[src/rtl/gimli_lwc_pkg.sv]
// Shared constants and helpers for the gimli_lwc buffers.
// Provides a constant-evaluable clog2 and the pointer/level width derivations so
// every buffer sizes its counters the same way.
package gimli_lwc_pkg;

  // Ceiling log2; clog2(1) = 0, clog2(4) = 2, clog2(5) = 3.
  function automatic int unsigned clog2(input int unsigned value);
    int unsigned result;
    int unsigned span;
    result = 0;
    span   = 1;
    while (span < value) begin
      span   = span << 1;
      result = result + 1;
    end
    return result;
  endfunction

  // Read/write pointer width for a buffer of the given depth (never zero bits).
  function automatic int unsigned ptr_width(input int unsigned depth);
    return (depth > 1) ? clog2(depth) : 1;
  endfunction

  // Width of an occupancy counter that must represent 0..depth inclusive.
  function automatic int unsigned level_width(input int unsigned depth);
    return clog2(depth + 1);
  endfunction

endpackage

[src/rtl/gimli_lwc_buffer_mem.sv]
// Register-file storage for the gimli_lwc buffers.
// One synchronous write port, one asynchronous read port. Contents are never
// reset; only the surrounding pointer logic decides which entries are valid.
//   clk   : write clock
//   we    : write enable
//   waddr : write address
//   wdata : write data
//   raddr : read address
//   rdata : read data, combinational from the stored entry
module gimli_lwc_buffer_mem #(
  parameter int unsigned G_WIDTH = 32,
  parameter int unsigned G_DEPTH = 4,
  parameter int unsigned ADDR_W  = 2
) (
  input  logic               clk,
  input  logic               we,
  input  logic [ADDR_W-1:0]  waddr,
  input  logic [G_WIDTH-1:0] wdata,
  input  logic [ADDR_W-1:0]  raddr,
  output logic [G_WIDTH-1:0] rdata
);

  logic [G_WIDTH-1:0] mem_q [G_DEPTH];

  always_ff @(posedge clk) begin
    if (we) begin
      mem_q[waddr] <= wdata;
    end
  end

  assign rdata = mem_q[raddr];

endmodule

[src/rtl/gimli_lwc_buffer_fifo.sv]
// Valid/ready FIFO buffer for the gimli_lwc datapath.
// dout is the oldest stored word, read straight from registered storage, so a
// word written in one cycle is visible on dout the next. When full, a push is
// still accepted in the same cycle as a pop (din_ready follows dout_ready).
//   clk, rst   : clock, synchronous active-high reset
//   flush      : discard all stored words on the next edge
//   din, din_valid, din_ready    : write side handshake
//   dout, dout_valid, dout_ready : read side handshake
//   level, empty, full           : occupancy status
module gimli_lwc_buffer_fifo
  import gimli_lwc_pkg::*;
#(
  parameter int unsigned G_WIDTH = 32,
  parameter int unsigned G_DEPTH = 4,
  localparam int unsigned PTR_W  = ptr_width(G_DEPTH),
  localparam int unsigned LVL_W  = level_width(G_DEPTH)
) (
  input  logic               clk,
  input  logic               rst,
  input  logic               flush,
  input  logic [G_WIDTH-1:0] din,
  input  logic               din_valid,
  output logic               din_ready,
  output logic [G_WIDTH-1:0] dout,
  output logic               dout_valid,
  input  logic               dout_ready,
  output logic [LVL_W-1:0]   level,
  output logic               empty,
  output logic               full
);

  localparam logic [LVL_W-1:0] LevelFull = LVL_W'(G_DEPTH);
  localparam logic [PTR_W-1:0] PtrOne    = PTR_W'(1);
  localparam logic [LVL_W-1:0] LvlOne    = LVL_W'(1);

  logic [PTR_W-1:0] wr_ptr_q, wr_ptr_d;
  logic [PTR_W-1:0] rd_ptr_q, rd_ptr_d;
  logic [LVL_W-1:0] level_q, level_d;
  logic             push, pop;

  assign empty      = (level_q == '0);
  assign full       = (level_q == LevelFull);
  assign dout_valid = !empty;
  assign level      = level_q;

  // A full buffer can still take a word when the consumer frees a slot this cycle.
  assign din_ready = !rst && !flush && (!full || dout_ready);

  assign push = din_valid && din_ready;
  assign pop  = dout_valid && dout_ready;

  always_comb begin
    wr_ptr_d = wr_ptr_q;
    rd_ptr_d = rd_ptr_q;
    level_d  = level_q;
    if (flush) begin
      // The pop in this cycle completes, but the whole buffer is emptied anyway.
      wr_ptr_d = '0;
      rd_ptr_d = '0;
      level_d  = '0;
    end else begin
      if (push) begin
        wr_ptr_d = wr_ptr_q + PtrOne;
      end
      if (pop) begin
        rd_ptr_d = rd_ptr_q + PtrOne;
      end
      unique case ({push, pop})
        2'b10:   level_d = level_q + LvlOne;
        2'b01:   level_d = level_q - LvlOne;
        default: level_d = level_q;
      endcase
    end
  end

  always_ff @(posedge clk) begin
    if (rst) begin
      wr_ptr_q <= '0;
      rd_ptr_q <= '0;
      level_q  <= '0;
    end else begin
      wr_ptr_q <= wr_ptr_d;
      rd_ptr_q <= rd_ptr_d;
      level_q  <= level_d;
    end
  end

  gimli_lwc_buffer_mem #(
    .G_WIDTH (G_WIDTH),
    .G_DEPTH (G_DEPTH),
    .ADDR_W  (PTR_W)
  ) u_mem (
    .clk   (clk),
    .we    (push),
    .waddr (wr_ptr_q),
    .wdata (din),
    .raddr (rd_ptr_q),
    .rdata (dout)
  );

endmodule

[config.mk]
export PLATFORM = sky130hd
export DESIGN_NAME = gimli_lwc_buffer_fifo
export DESIGN_NICKNAME = d
export VERILOG_FILES = /design/src/rtl/gimli_lwc_pkg.sv /design/src/rtl/gimli_lwc_buffer_mem.sv /design/src/rtl/gimli_lwc_buffer_fifo.sv
export SDC_FILE = /design/constraint.sdc
export NUM_CORES = 1
export LEC_CHECK = 0
export ABC_AREA = 0
export CORE_MARGIN = 10
export CORE_UTILIZATION = 53
export CTS_CLUSTER_DIAMETER = 120
export DETAILED_ROUTE_END_ITERATION = 10
export MAX_ROUTING_LAYER = met4
export PLACE_DENSITY = 0.78
export SYNTH_ARGS = -nofsm -noshare
export SYNTH_HDL_FRONTEND = slang
export SYNTH_SLANG_ARGS = --single-unit
[constraint.sdc]
create_clock -name clk -period 3.1 [get_ports clk]
set_input_delay 0.62 -clock clk [delete_from_list [all_inputs] [get_ports clk]]
set_output_delay 0.62 -clock clk [all_outputs]
set_load 0.005 [all_outputs]
Yosys cells after proc, flatten, opt, wreduce, memory -nomap -nowiden
Memory sizes are Yosys's and may differ from the RTL's. A register that Yosys moved wholly into a read port is not among the register bits.
Index checks and enable logic that the tools add are counted.
{"block": "word_totals", "n_memories": 1, "mem_bits_rw": 128, "regBits": 7}
{"memory": "u_mem.mem_q", "depth": 4, "word_bits": 32, "read_ports": 1, "rd_clocked_by_memory_dff": 1, "wr": 1, "line": "gimli_lwc_buffer_mem.sv:23", "text": "logic [G_WIDTH-1:0] mem_q [G_DEPTH];"}
{"block": "classes", "eq_ne": 3, "reduce_logical": 12, "mux": 5, "add_sub_neg": 4}
{"op": "one-hot mux 3 bit (2 select lines)", "n": 1}
{"op": "adder 2 x 1 -> 2 bit (second input constant)", "n": 2}
{"op": "logical AND 1 bit", "n": 4}
{"op": "logical NOT 1 bit", "n": 4}
{"op": "2-to-1 mux 2 bit", "n": 2}
{"op": "adder 3 x 1 -> 3 bit (second input constant)", "n": 1}
{"op": "equality test 3 bit (second input constant)", "n": 1}
{"op": "logical NOT 3 bit", "n": 1}
{"op": "subtractor 3 x 1 -> 3 bit (second input constant)", "n": 1}
{"op": "equality test 2 x 1 -> 1 bit (second input constant)", "n": 1}
{"op": "equality test 2 bit (second input constant)", "n": 1}
{"op": "2-to-1 mux 1 bit", "n": 2}
{"op": "nonzero test 2 bit", "n": 1}
{"op": "OR reduction 2 bit", "n": 1}
{"op": "logical OR 1 bit", "n": 1}

Depth between registers and ports, before layout
Gate-level depths: netlist (run 1).
{"block": "depth", "ltp_word": 7, "ltp_mapped": 9, "ltp_nobuf": 9}

Hierarchy
Synthesis (run 1) repeated with hierarchy kept, for this count alone.
{"block": "unflattened", "hier_cells": 218, "hier_area_um2": 5077.4}
{"module": "gimli_lwc_buffer_mem", "area_per_inst_um2": 4689.5, "cells_each": 171, "n_inst": 1}
{"module": "gimli_lwc_buffer_fifo", "area_per_inst_um2": 387.9, "cells_each": 47, "n_inst": 1}

Worst setup path before layout (run 1)
No wires, ideal clock.
{"block": "synth_timing", "path_type": "input to register", "from": "input port dout_ready", "to": "register level_q[2] (netlist: level[2])", "arrival_time_ps": 2250, "setup_slack_ps": 780, "path_stages": 9, "cell_sequence": "nor4b_2 -> nor2_1 -> nand2_1 -> ha_1 -> inv_1 -> fa_1 -> xor2_1 -> or3_1 -> a21oi_1"}
{"block": "synth_between", "elab_chain_len": 5}
{"element": "from (decl)", "line": "gimli_lwc_buffer_fifo.sv:26", "text": "input logic dout_ready,"}
{"element": "logical OR 1 bit", "line": "gimli_lwc_buffer_fifo.sv:47", "text": "assign din_ready = !rst && !flush && (!full || dout_ready);"}
{"element": "logical AND 1 bit", "line": "gimli_lwc_buffer_fifo.sv:47"}
{"element": "logical AND 1 bit", "line": "gimli_lwc_buffer_fifo.sv:49", "text": "assign push = din_valid && din_ready;"}
{"element": "equality test 2 x 1 -> 1 bit or equality test 2 bit (tied branches)", "line": "gimli_lwc_buffer_fifo.sv:68", "text": "unique case ({push, pop})"}
{"element": "one-hot mux 3 bit (2 select lines) or nonzero test 2 bit (tied branches)"}
{"element": "to (signal assigned)", "line": "gimli_lwc_buffer_fifo.sv:84", "text": "level_q <= level_d;"}
{"element": "to (decl)", "line": "gimli_lwc_buffer_fifo.sv:38", "text": "logic [LVL_W-1:0] level_q, level_d;"}
Several ways; a longest one is shown, not always the timed one.
A chain may end at the register's enable or synchronous reset.

==> summary.txt, run 1 <==
Die
  • Std cell rows: 35
  • IO Pins: 76
  • Chip Width: 118.2 um
  • Die area: 13980 sq um
  • Initial core utilization: 0.5482
  • Core Region: 9328 sq um
  • Die H: 118.2 um

Clock network
  • CTS Hold Buffers Added: 0
  • TritonCTS Buffers: 17
  • H-tree levels: 4
  • # resized after CTS: 0
  • Clock root buffer: clkbuf_8
  • Worst-path clk slew: 0.06 ns
  • CTS tree: yes
  • CTS Sinks: 137
  • Setup Fix Bufs, Post-CTS: 0
  • CTS max path bufs: 2
  • Clock latency at the later pin of the worst-skew pair: 0.50 ns

Yosys
  • Yosys warns: 0
  • Syn avg cell area: 22.53 sq um
  • Synth Cell Area: 5114 sq um
  • Largest family of logic cells by synthesized area: multiplexers
  • Number of library cell types mapped by synthesis: 26
  • Post-Synth XOR/XNOR Area: 0.003425
  • Synth Area in Compound Gates: 0.01077
  • Mapped Cells: 227
  • Post-synthesis sequential area ratio: 0.7869
  • Syn Nets: 270
  • Mux contribution to synthesized area: 0.1409
  • Synth Area in Simple Gates: 0.02838
  • Synth Area in Adders: 0.01615
  • Yosys reg bits: 137

Critical path
  • Crit-path cells: buf_12 > mux4_2 > clkdlybuf4s50_1
  • CP Data Arrival Time: 2.17 ns
  • Setup slack, reg-to-reg: 0.89 ns
  • Crit path launch type: flop
  • Reg2Reg Depth: 9
  • Crit-path max cell delay: 0.57 ns
  • Critical path class: flop to primary output
  • Reg-to-Reg End: level[2]
  • Worst R2R Start: level[2]
  • CP Data Required Time: 2.48 ns
  • Crit path max-delay cell type: mux4_2
  • Crit end category: primary output
  • Worst-path fanout max: 32

Finish
  • Area Growth Syn to Fin: 30.10%
  • Filler instances: 590
  • Antenna diodes: 0
  • Leading cell type in the layout, fill and taps excluded: edfxtp_1
  • Final instance area: 6653 sq um
  • Layout cells sized above 1: 0.2280
  • Final non-filler cell total: 458
  • Most frequent cells in the layout: edfxtp_1, clkdlybuf4s50_1, mux4_2
  • Post-layout util: 0.7132
  • Fin nets: 359

Timing
  • Clock skew: 0.008183 ns
  • # setup viols final: 0
  • Slew Limit Fails: 0
  • Worst-margin pin slew: 0.8683 ns
  • Final-report hold violation count: 0
  • Slew Limit Headroom: 0.4211
  • Fmax: 357.8 MHz
  • Setup ws final: 0.3053 ns
  • Fin crit share: 0.9015
  • TNS Setup: 0 ns
  • RSZ-0062 raised after global routing: false
  • Crit path time final: 2.795 ns

Status
  • Outcome: finished, final reports clean

GRT
  • Vias in the first global route: 2719
  • Initial antenna violation count: 0
  • Total grt overflow: 0
  • First-pass GRT wire length: 14960 um
  • Largest net degree at the start of global routing: 33
  • GRT Total Usage: 0.1416

Routing
  • Routed WL: 9237 um
  • Met3 wire len: 476 um
  • Vias per Instance: 5.410
  • DRC: 0
  • TritonRoute pass-1 iters: 4
  • DR WL/cell: 20.17 um
  • Initial DRC Count: 129
  • Top layer reached by signal wires: met4
  • Met2 wire len: 4669 um
  • WL met1: 4038 um
  • Antenna-violating nets left: 0
  • Via count: 2478

Place
  • Placer congestion estimate: 0.7582
  • Cell Area, Placed: 6038 sq um
  • DP Wirelength: 5555 um
  • PortBufs: 75
  • Worst slack, placed: 0.2380 ns
  • Placed cell count: 426

Power
  • Leak: 2.109 nW
  • Worst vdd ir: 0.4134 mV
  • Power Density: 637.6 nW/um^2

Worst hold path
  • Hold path startpoint: rd_ptr_q[0]
  • WHS Path Cells: 2
  • Hold crit path type: flop to flop

Run
  • Maximum capacitance violations: 0
## critical path: cells and delay by family, from the launching register on
family | cells | cell delay, ns
mux | 1 | 0.57
flops | 1 | 0.34
buf+inv | 2 | 0.76
## kinds of logic (layout without fill, tap and decap cells)
| logic type | Yosys count | count (layout) |
|---|---|---|
| multiplexers | 32 | 32 |
| flip-flops | 137 | 137 |
| adder cells (fa/ha/maj) | 6 | 6 |
| AO/OA/AOI/OAI | 11 | 11 |
| buffers and inverters | 15 | 117 |
| AND/OR/NAND/NOR | 24 | 24 |
| XOR/XNOR | 2 | 2 |
## power breakdown
group          total, mW  switching, mW  internal [mW]
sequential          2.05        0.00508           2.04
clock               2.05          0.741           1.31
combinational      0.143         0.0583         0.0848
total               4.24          0.805           3.44
## flip-flops by register name, summed over array words and instances (netlist names), named ones only
register     flops
u_mem.mem_q    128
level            3
rd_ptr_q         2
wr_ptr_q         2
## layer usage
layer,GRT usage,vias to the layer above
li1,-,1121
met1,0.1652,1281
met2,0.2257,71
met3,0.05474,5
met4,0.03709,0
met5,-,-
## cell usage after synthesis
master | n | share of area
buf_2 | 1 | 0.00098
dfxtp_1 | 9 | 0.035
or3_1 | 2 | 0.0024
and3_1 | 5 | 0.0061
nand4b_1 | 1 | 0.0017
ha_1 | 5 | 0.012
or3_4 | 1 | 0.0022
nor2_1 | 6 | 0.0044
nor4b_2 | 1 | 0.0029
xor2_1 | 2 | 0.0034
or2_2 | 1 | 0.0012
or4b_1 | 1 | 0.0020
o21ai_1 | 2 | 0.0020
inv_2 | 1 | 0.00073
mux4_2 | 32 | 0.14
inv_1 | 6 | 0.0044
a21oi_1 | 5 | 0.0049
fa_1 | 1 | 0.0039
edfxtp_1 | 128 | 0.75
o21ai_0 | 4 | 0.0039
nand3_1 | 2 | 0.0020
and2_1 | 1 | 0.0012
clkbuf_1 | 1 | 0.00073
buf_1 | 3 | 0.0022
nand2_1 | 3 | 0.0022
buf_4 | 3 | 0.0044
## layout make-up
| type | count | area (sq um) | share of cell area |
|---|---|---|---|
| clock buffer | 18 | 417.9 | 0.06282 |
| multi-input combinational | 75 | 1026 | 0.1542 |
| timing repair buffer | 78 | 798.3 | 0.1200 |
| sequential | 137 | 4026 | 0.6052 |
| tap | 129 | 161.4 | 0.02426 |
| inverter | 7 | 26.28 | 0.003950 |
| clock inverter | 14 | 196.4 | 0.02953 |
## worst max path at each step
stage          startpoint        to  slack [ns]  cells after the start
6_report             flop  dout[17]        0.31                      3
5_1_grt              flop  dout[25]        0.20                      3
4_1_cts              flop  dout[25]        0.25                      3
3_5_place_dp   dout_ready  level[2]        0.24                     10
3_3_place_gp   dout_ready  level[2]        0.29                     10
2_1_floorplan  dout_ready  level[2]        0.78                      9
## per-stage QoR
stage,total power [mW],hold slack [ns]
3_3_place_gp,2.224,0.4715
4_1_cts,4.280,0.4958
5_1_grt,4.370,0.5348
3_5_place_dp,2.229,0.4869
2_1_floorplan,2.124,0.4591
6_report,4.242,0.4891
No activity file was read; power rests on OpenSTA's default activity.
==> run 2, diff against run 1 <==
- clock period: 3.1 -> 2.8 ns (I/O delays scaled with it)
==> summary.txt, run 2 (synthesized netlist as in run 1, its figures left out) <==
Die
  • Std cell rows: 35 (unchanged)
  • Core Region: 9328 sq um (unchanged)
  • IO Pins: 76 (unchanged)
  • Initial core utilization: 0.5482 (unchanged)
  • Die H: 118.2 um (unchanged)
  • Die area: 13980 sq um (unchanged)
  • Chip Width: 118.2 um (unchanged)

Power
  • Worst vdd ir: 0.3828 mV (-7.4%)
  • Power Density: 679.6 nW/um^2 (+6.6%)
  • Leak: 2.126 nW (+0.83%)

Critical path
  • Setup slack, reg-to-reg: 0.63 ns (-0.26 ns)
  • Crit-path cells: buf_12 > mux4_2 > clkdlybuf4s50_1
  • CP Data Arrival Time: 2.07 ns (-0.10 ns)
  • Worst Path Buf+Inv: 2 (unchanged)
  • Critical path class: flop to primary output
  • CP Data Required Time: 2.24 ns (-0.24 ns)
  • CP delay by family, top: buffers and inverters
  • Crit path max-delay cell type: mux4_2
  • Crit end category: primary output
  • Crit path launch type: flop
  • Worst-path fanout max: 14 (-56%)
  • Crit-path max cell delay: 0.54 ns (-0.03 ns)

Place
  • DP Wirelength: 5740 um (+3.3%)
  • Placed cell count: 429 (+0.70%)
  • PortBufs: 75 (unchanged)
  • Placer congestion estimate: 0.7796 (+2.8%)

Finish
  • Final non-filler cell total: 463 (+1.1%)
  • Antenna diodes: 0 (unchanged)
  • Largest register by flop count: u_mem.mem_q
  • Most frequent cells in the layout: edfxtp_1, clkdlybuf4s50_1, mux4_2
  • Area Growth Syn to Fin: 29.97% (about the same)
  • Fin nets: 364 (+1.4%)
  • Layout cells sized above 1: 0.2395 (+0.01156)
  • Max reg flops: 128 (unchanged)
  • Leading cell type in the layout, fill and taps excluded: edfxtp_1

Run
  • Maximum capacitance violations: 0 (unchanged)

Routing
  • DR WL/cell: 20.06 um (-0.53%)
  • Antenna-violating nets left: 0 (unchanged)
  • Met3 wire len: 357 um (-25%)
  • Met2 wire len: 4723 um (+1.2%)
  • TritonRoute pass-1 iters: 4 (unchanged)
  • Top layer reached by signal wires: met4
  • Via count: 2469 (-0.36%)
  • Routed WL: 9288 um (+0.55%)
  • Vias per Instance: 5.333 (-1.4%)
  • Initial DRC Count: 105 (-19%)
  • WL met1: 4139 um (+2.5%)
  • DRC: 0 (unchanged)

GRT
  • Initial antenna violation count: 0 (unchanged)
  • Total grt overflow: 0 (unchanged)
  • GRT Total Usage: 0.1427 (+0.001038)
  • Largest net degree at the start of global routing: 33 (unchanged)
  • First-pass GRT wire length: 15080 um (+0.78%)
  • Vias in the first global route: 2759 (+1.5%)

Timing
  • RSZ-0062 raised after global routing: false
  • Final-report hold violation count: 0 (unchanged)
  • Fmax: 379.7 MHz
  • Slew Limit Fails: 0 (unchanged)
  • # setup viols final: 0 (unchanged)
  • Clock skew: 0.008156 ns (-0.00002665 ns)
  • TNS Setup: 0 ns (unchanged)
  • Slew Limit Headroom: 0.4268 (+0.005652)
  • Crit path time final: 2.634 ns
  • Worst-margin pin slew: 0.8598 ns (-0.008478 ns)
  • Fin crit share: 0.9406

Clock network
  • TritonCTS Buffers: 17 (unchanged)
  • CTS tree: yes
  • H-tree levels: 4 (unchanged)
  • Clock latency at the later pin of the worst-skew pair: 0.49 ns (about the same)
  • CTS max path bufs: 2 (unchanged)
  • CTS Sinks: 137 (unchanged)
  • Clock root buffer: clkbuf_8
  • Worst-path clk slew: 0.06 ns (about the same)

Status
  • Outcome: finished, final reports clean

Worst hold path
  • Hold crit path type: flop to flop
-- run 2: cell types whose count changed in the layout (fill, tap and decap cells not counted) --
cell        delta
bufinv_16      -2
clkinv_1       -1
clkinv_2       +2
clkinvlp_4     -3
buf_4          +5
dfxtp_2        -1
clkinv_4       +4
inv_6          -1
clkbuf_1       +1
dfxtp_4        +1
-- run 2: metal layers --
layer / vias to the layer above / track usage
li1: 1131 / -
met1: 1265 / 0.1755
met2: 66 / 0.2243
met3: 7 / 0.03808
met4: 0 / 0.04946
met5: - / -
-- run 2: worst reg2reg max path, stage by stage (launching register included) --
cell	delay, ns
dfxtp_1	0.37
nor4b_2	0.33
nor2_1	0.09
nand2_1	0.08
ha_1	0.19
inv_1	0.06
fa_1	0.38
xor2_1	0.17
or3_1	0.30
a21oi_1	0.14
-- run 2: area by class of cell --
| class | count | area (sq um) |
|---|---|---|
| Sequential cell | 137 | 4029 |
| Inverter | 7 | 26.28 |
| Tap cell | 129 | 161.4 |
| Clock inverter | 13 | 146.4 |
| Clock buffer | 19 | 421.7 |
| Multi-Input combinational cell | 75 | 1026 |
| Timing Repair Buffer | 83 | 835.8 |
| Fill cell | 603 | 2681 |
-- run 2: power by group --
| group | internal, mW | switching, mW |
|---|---|---|
| clock network | 1.28 | 0.817 |
| logic | 0.0955 | 0.0651 |
| registers | 2.26 | 0.00601 |
| total | 3.63 | 0.888 |
-- run 2: timing repair --
action,in CTS,in global routing
setup endpoints to repair,26,0
hold buffers,0,0
setup buffers,2,0
resized for setup,1,0
-- run 2: worst paths after layout --
kind,start,end,depth (start not counted)
worst max-delay path,flop,dout[17],3
worst min-delay path,rd_ptr_q[1],flop,2
worst max register to register,level[1],level[2],9
worst min register to register,rd_ptr_q[1],flop,2
-- run 2: per-stage QoR --
stage | worst slack [ns] | power [mW] | utilization | hold WS [ns] | cell area (sq um)
2_1_floorplan | 0.5400 | 2.352 | - | 0.4591 | 5114
3_3_place_gp | 0.07908 | 2.465 | 0.6498 | 0.4739 | 6061
3_5_place_dp | 0.01938 | 2.470 | 0.6498 | 0.4850 | 6061
4_1_cts | 0.1098 | 4.565 | 0.7125 | 0.4915 | 6646
5_1_grt | 0.08069 | 4.667 | 0.7125 | 0.5401 | 6646
6_report | 0.1663 | 4.517 | 0.7125 | 0.4811 | 6646
==> run 3, diff against run 2 <==
- GPL_ROUTABILITY_DRIVEN: not set -> 1
- clock period: 2.8 -> 2.5 ns (I/O delays scaled with it)
==> summary.txt, run 3 (synthesized netlist as in run 1, its figures left out) <==
Place
  • Placed cell count: 438 (+2.1%)
  • PortBufs: 75 (unchanged)
  • DP Wirelength: 5961 um (+3.9%)
  • Placer congestion estimate: 0.7737 (-0.76%)
  • Cell Area, Placed: 6128 sq um (+1.1%)
  • Worst slack, placed: -0.1926 ns (-0.2120 ns)

GRT
  • Largest net degree at the start of global routing: 24 (-27%)
  • First-pass GRT wire length: 15860 um (+5.2%)
  • GRT Total Usage: 0.1544 (+0.01176)
  • Initial antenna violation count: 0 (unchanged)
  • Vias in the first global route: 2749 (-0.36%)
  • Total grt overflow: 0 (unchanged)

Finish
  • Area Growth Syn to Fin: 33.40%
  • Antenna diodes: 0 (unchanged)
  • Filler instances: 582 (-3.5%)
  • Layout cells sized above 1: 0.2667 (+0.02715)
  • Max reg flops: 128 (unchanged)
  • Fin nets: 376 (+3.3%)
  • Post-layout util: 0.7313 (+0.01878)
  • Final non-filler cell total: 474 (+2.4%)
  • Leading cell type in the layout, fill and taps excluded: edfxtp_1
  • Most frequent cells in the layout: edfxtp_1, clkdlybuf4s50_1, mux4_2
  • Largest register by flop count: u_mem.mem_q
  • Final instance area: 6822 sq um (+2.6%)

Timing
  • RSZ-0062 raised after global routing: true
  • Worst hold margin: 0.4129 ns (-0.06813 ns)
  • Worst-margin pin slew: 0.3462 ns (-0.5136 ns)
  • Crit path time final: 2.455 ns
  • Fmax: 407.3 MHz
  • Slew Limit Headroom: 0.7692 (+0.3424)
  • # setup viols final: 0 (unchanged)
  • TNS Setup: 0 ns (unchanged)
  • Slew Limit Fails: 0 (unchanged)
  • Final-report hold violation count: 0 (unchanged)
  • Fin crit share: 0.9820
  • Setup ws final: 0.04504 ns (-0.1212 ns)
  • Clock skew: 0.006491 ns (-0.001665 ns)

Die
  • IO Pins: 76 (unchanged)
  • Die H: 118.2 um (unchanged)
  • Core Region: 9328 sq um (unchanged)
  • Chip Width: 118.2 um (unchanged)
  • Die area: 13980 sq um (unchanged)
  • Initial core utilization: 0.5482 (unchanged)
  • Std cell rows: 35 (unchanged)

Critical path
  • Worst R2R Start: level[0]
  • Crit-path max cell delay: 0.50 ns (-0.04 ns)
  • CP Data Required Time: 2.00 ns (-0.24 ns)
  • Worst-path fanout max: 8 (-6)
  • Critical path class: flop to primary output
  • Crit end category: primary output
  • Crit path launch type: flop
  • CP Data Arrival Time: 1.95 ns (-0.12 ns)
  • Crit path max-delay cell type: mux4_2
  • Crit-path cells: bufbuf_16 > mux4_2 > dlygate4sd2_1

Power
  • Leak: 2.266 nW (+6.6%)
  • Pwr Total: 5.162 mW (+14%)
  • Worst vdd ir: 0.5411 mV (+41%)
  • Power Density: 756.7 nW/um^2 (+11%)

Status
  • Outcome: finished, final reports clean

Worst hold path
  • Hold path startpoint: dout_ready
  • Hold crit path type: input pin to flop

Clock network
  • CTS tree: yes
  • TritonCTS Buffers: 17 (unchanged)
  • Clock root buffer: clkbuf_8
  • Clock latency at the later pin of the worst-skew pair: 0.51 ns (+0.02 ns)
  • CTS Sinks: 137 (unchanged)
  • H-tree levels: 4 (unchanged)
  • CTS Hold Buffers Added: 0 (unchanged)
  • CTS max path bufs: 2 (unchanged)
  • Worst-path clk slew: 0.06 ns (about the same)

Routing
  • Antenna-violating nets left: 0 (unchanged)
  • Via count: 2544 (+3.0%)
  • DR WL/cell: 21.33 um (+6.3%)
  • Initial DRC Count: 169 (+61%)
  • DRC: 0 (unchanged)
  • Routed WL: 10110 um (+8.9%)
  • TritonRoute pass-1 iters: 4 (unchanged)
  • Vias per Instance: 5.367 (+0.65%)

Run
  • Maximum capacitance violations: 0 (unchanged)
[run 3: cell types whose count changed in the layout (fill, tap and decap cells not counted), sizes merged]
| cell | before | now |
|---|---|---|
| bufinv | 2 | 3 |
| dlygate4sd2 | 0 | 21 |
| clkbuf | 19 | 18 |
| clkdlybuf4s50 | 75 | 42 |
| clkinvlp | 2 | 3 |
| clkdlybuf4s15 | 0 | 11 |
| dlymetal6s2s | 0 | 1 |
| clkinv | 7 | 5 |
| bufbuf | 0 | 1 |
| buf | 8 | 19 |
[run 3: path summary, 6_finish.rpt]
check,to,slack [ns],cells after the start
hold reg to reg,flop,0.49,2
hold / removal,flop,0.41,3
setup reg to reg,level[2],0.38,8
setup / recovery,dout[5],0.05,3
[run 3: routing by layer]
metal,vias to the layer above,share of wire,track usage
li1,1156,-,-
met1,1309,0.43,0.1839
met2,72,0.52,0.2448
met3,7,0.043,0.04950
met4,0,0.0071,0.05100
met5,-,0,-
[run 3: repair_timing]
item                       CTS  global route
setup endpoints to repair   32            19
pin swaps                    0             0
gates resized for setup     36            12
buffers inserted             2             0
cloned                       3             0
[run 3: final cells by class]
type                            count  area, sq um  area share
Multi-Input combinational cell     75         1035      0.1517
Inverter                            7        26.28    0.003852
Tap cell                          129        161.4     0.02366
Clock inverter                     13        172.7     0.02531
Sequential cell                   137         4029      0.5906
Timing Repair Buffer               95        979.7      0.1436
Clock buffer                       18        417.9     0.06126
[run 3: worst max-delay path: cells and delay by family (launching register included)]
kind	cells	cell delay, ns
buffers and inverters	2	0.57
muxes	1	0.50
DFF	1	0.37
[run 3: power by group]
group | total, mW | internal, mW | switching [mW]
sequential | 2.54 | 2.53 | 0.00777
combinational | 0.178 | 0.104 | 0.0741
clock | 2.45 | 1.53 | 0.921
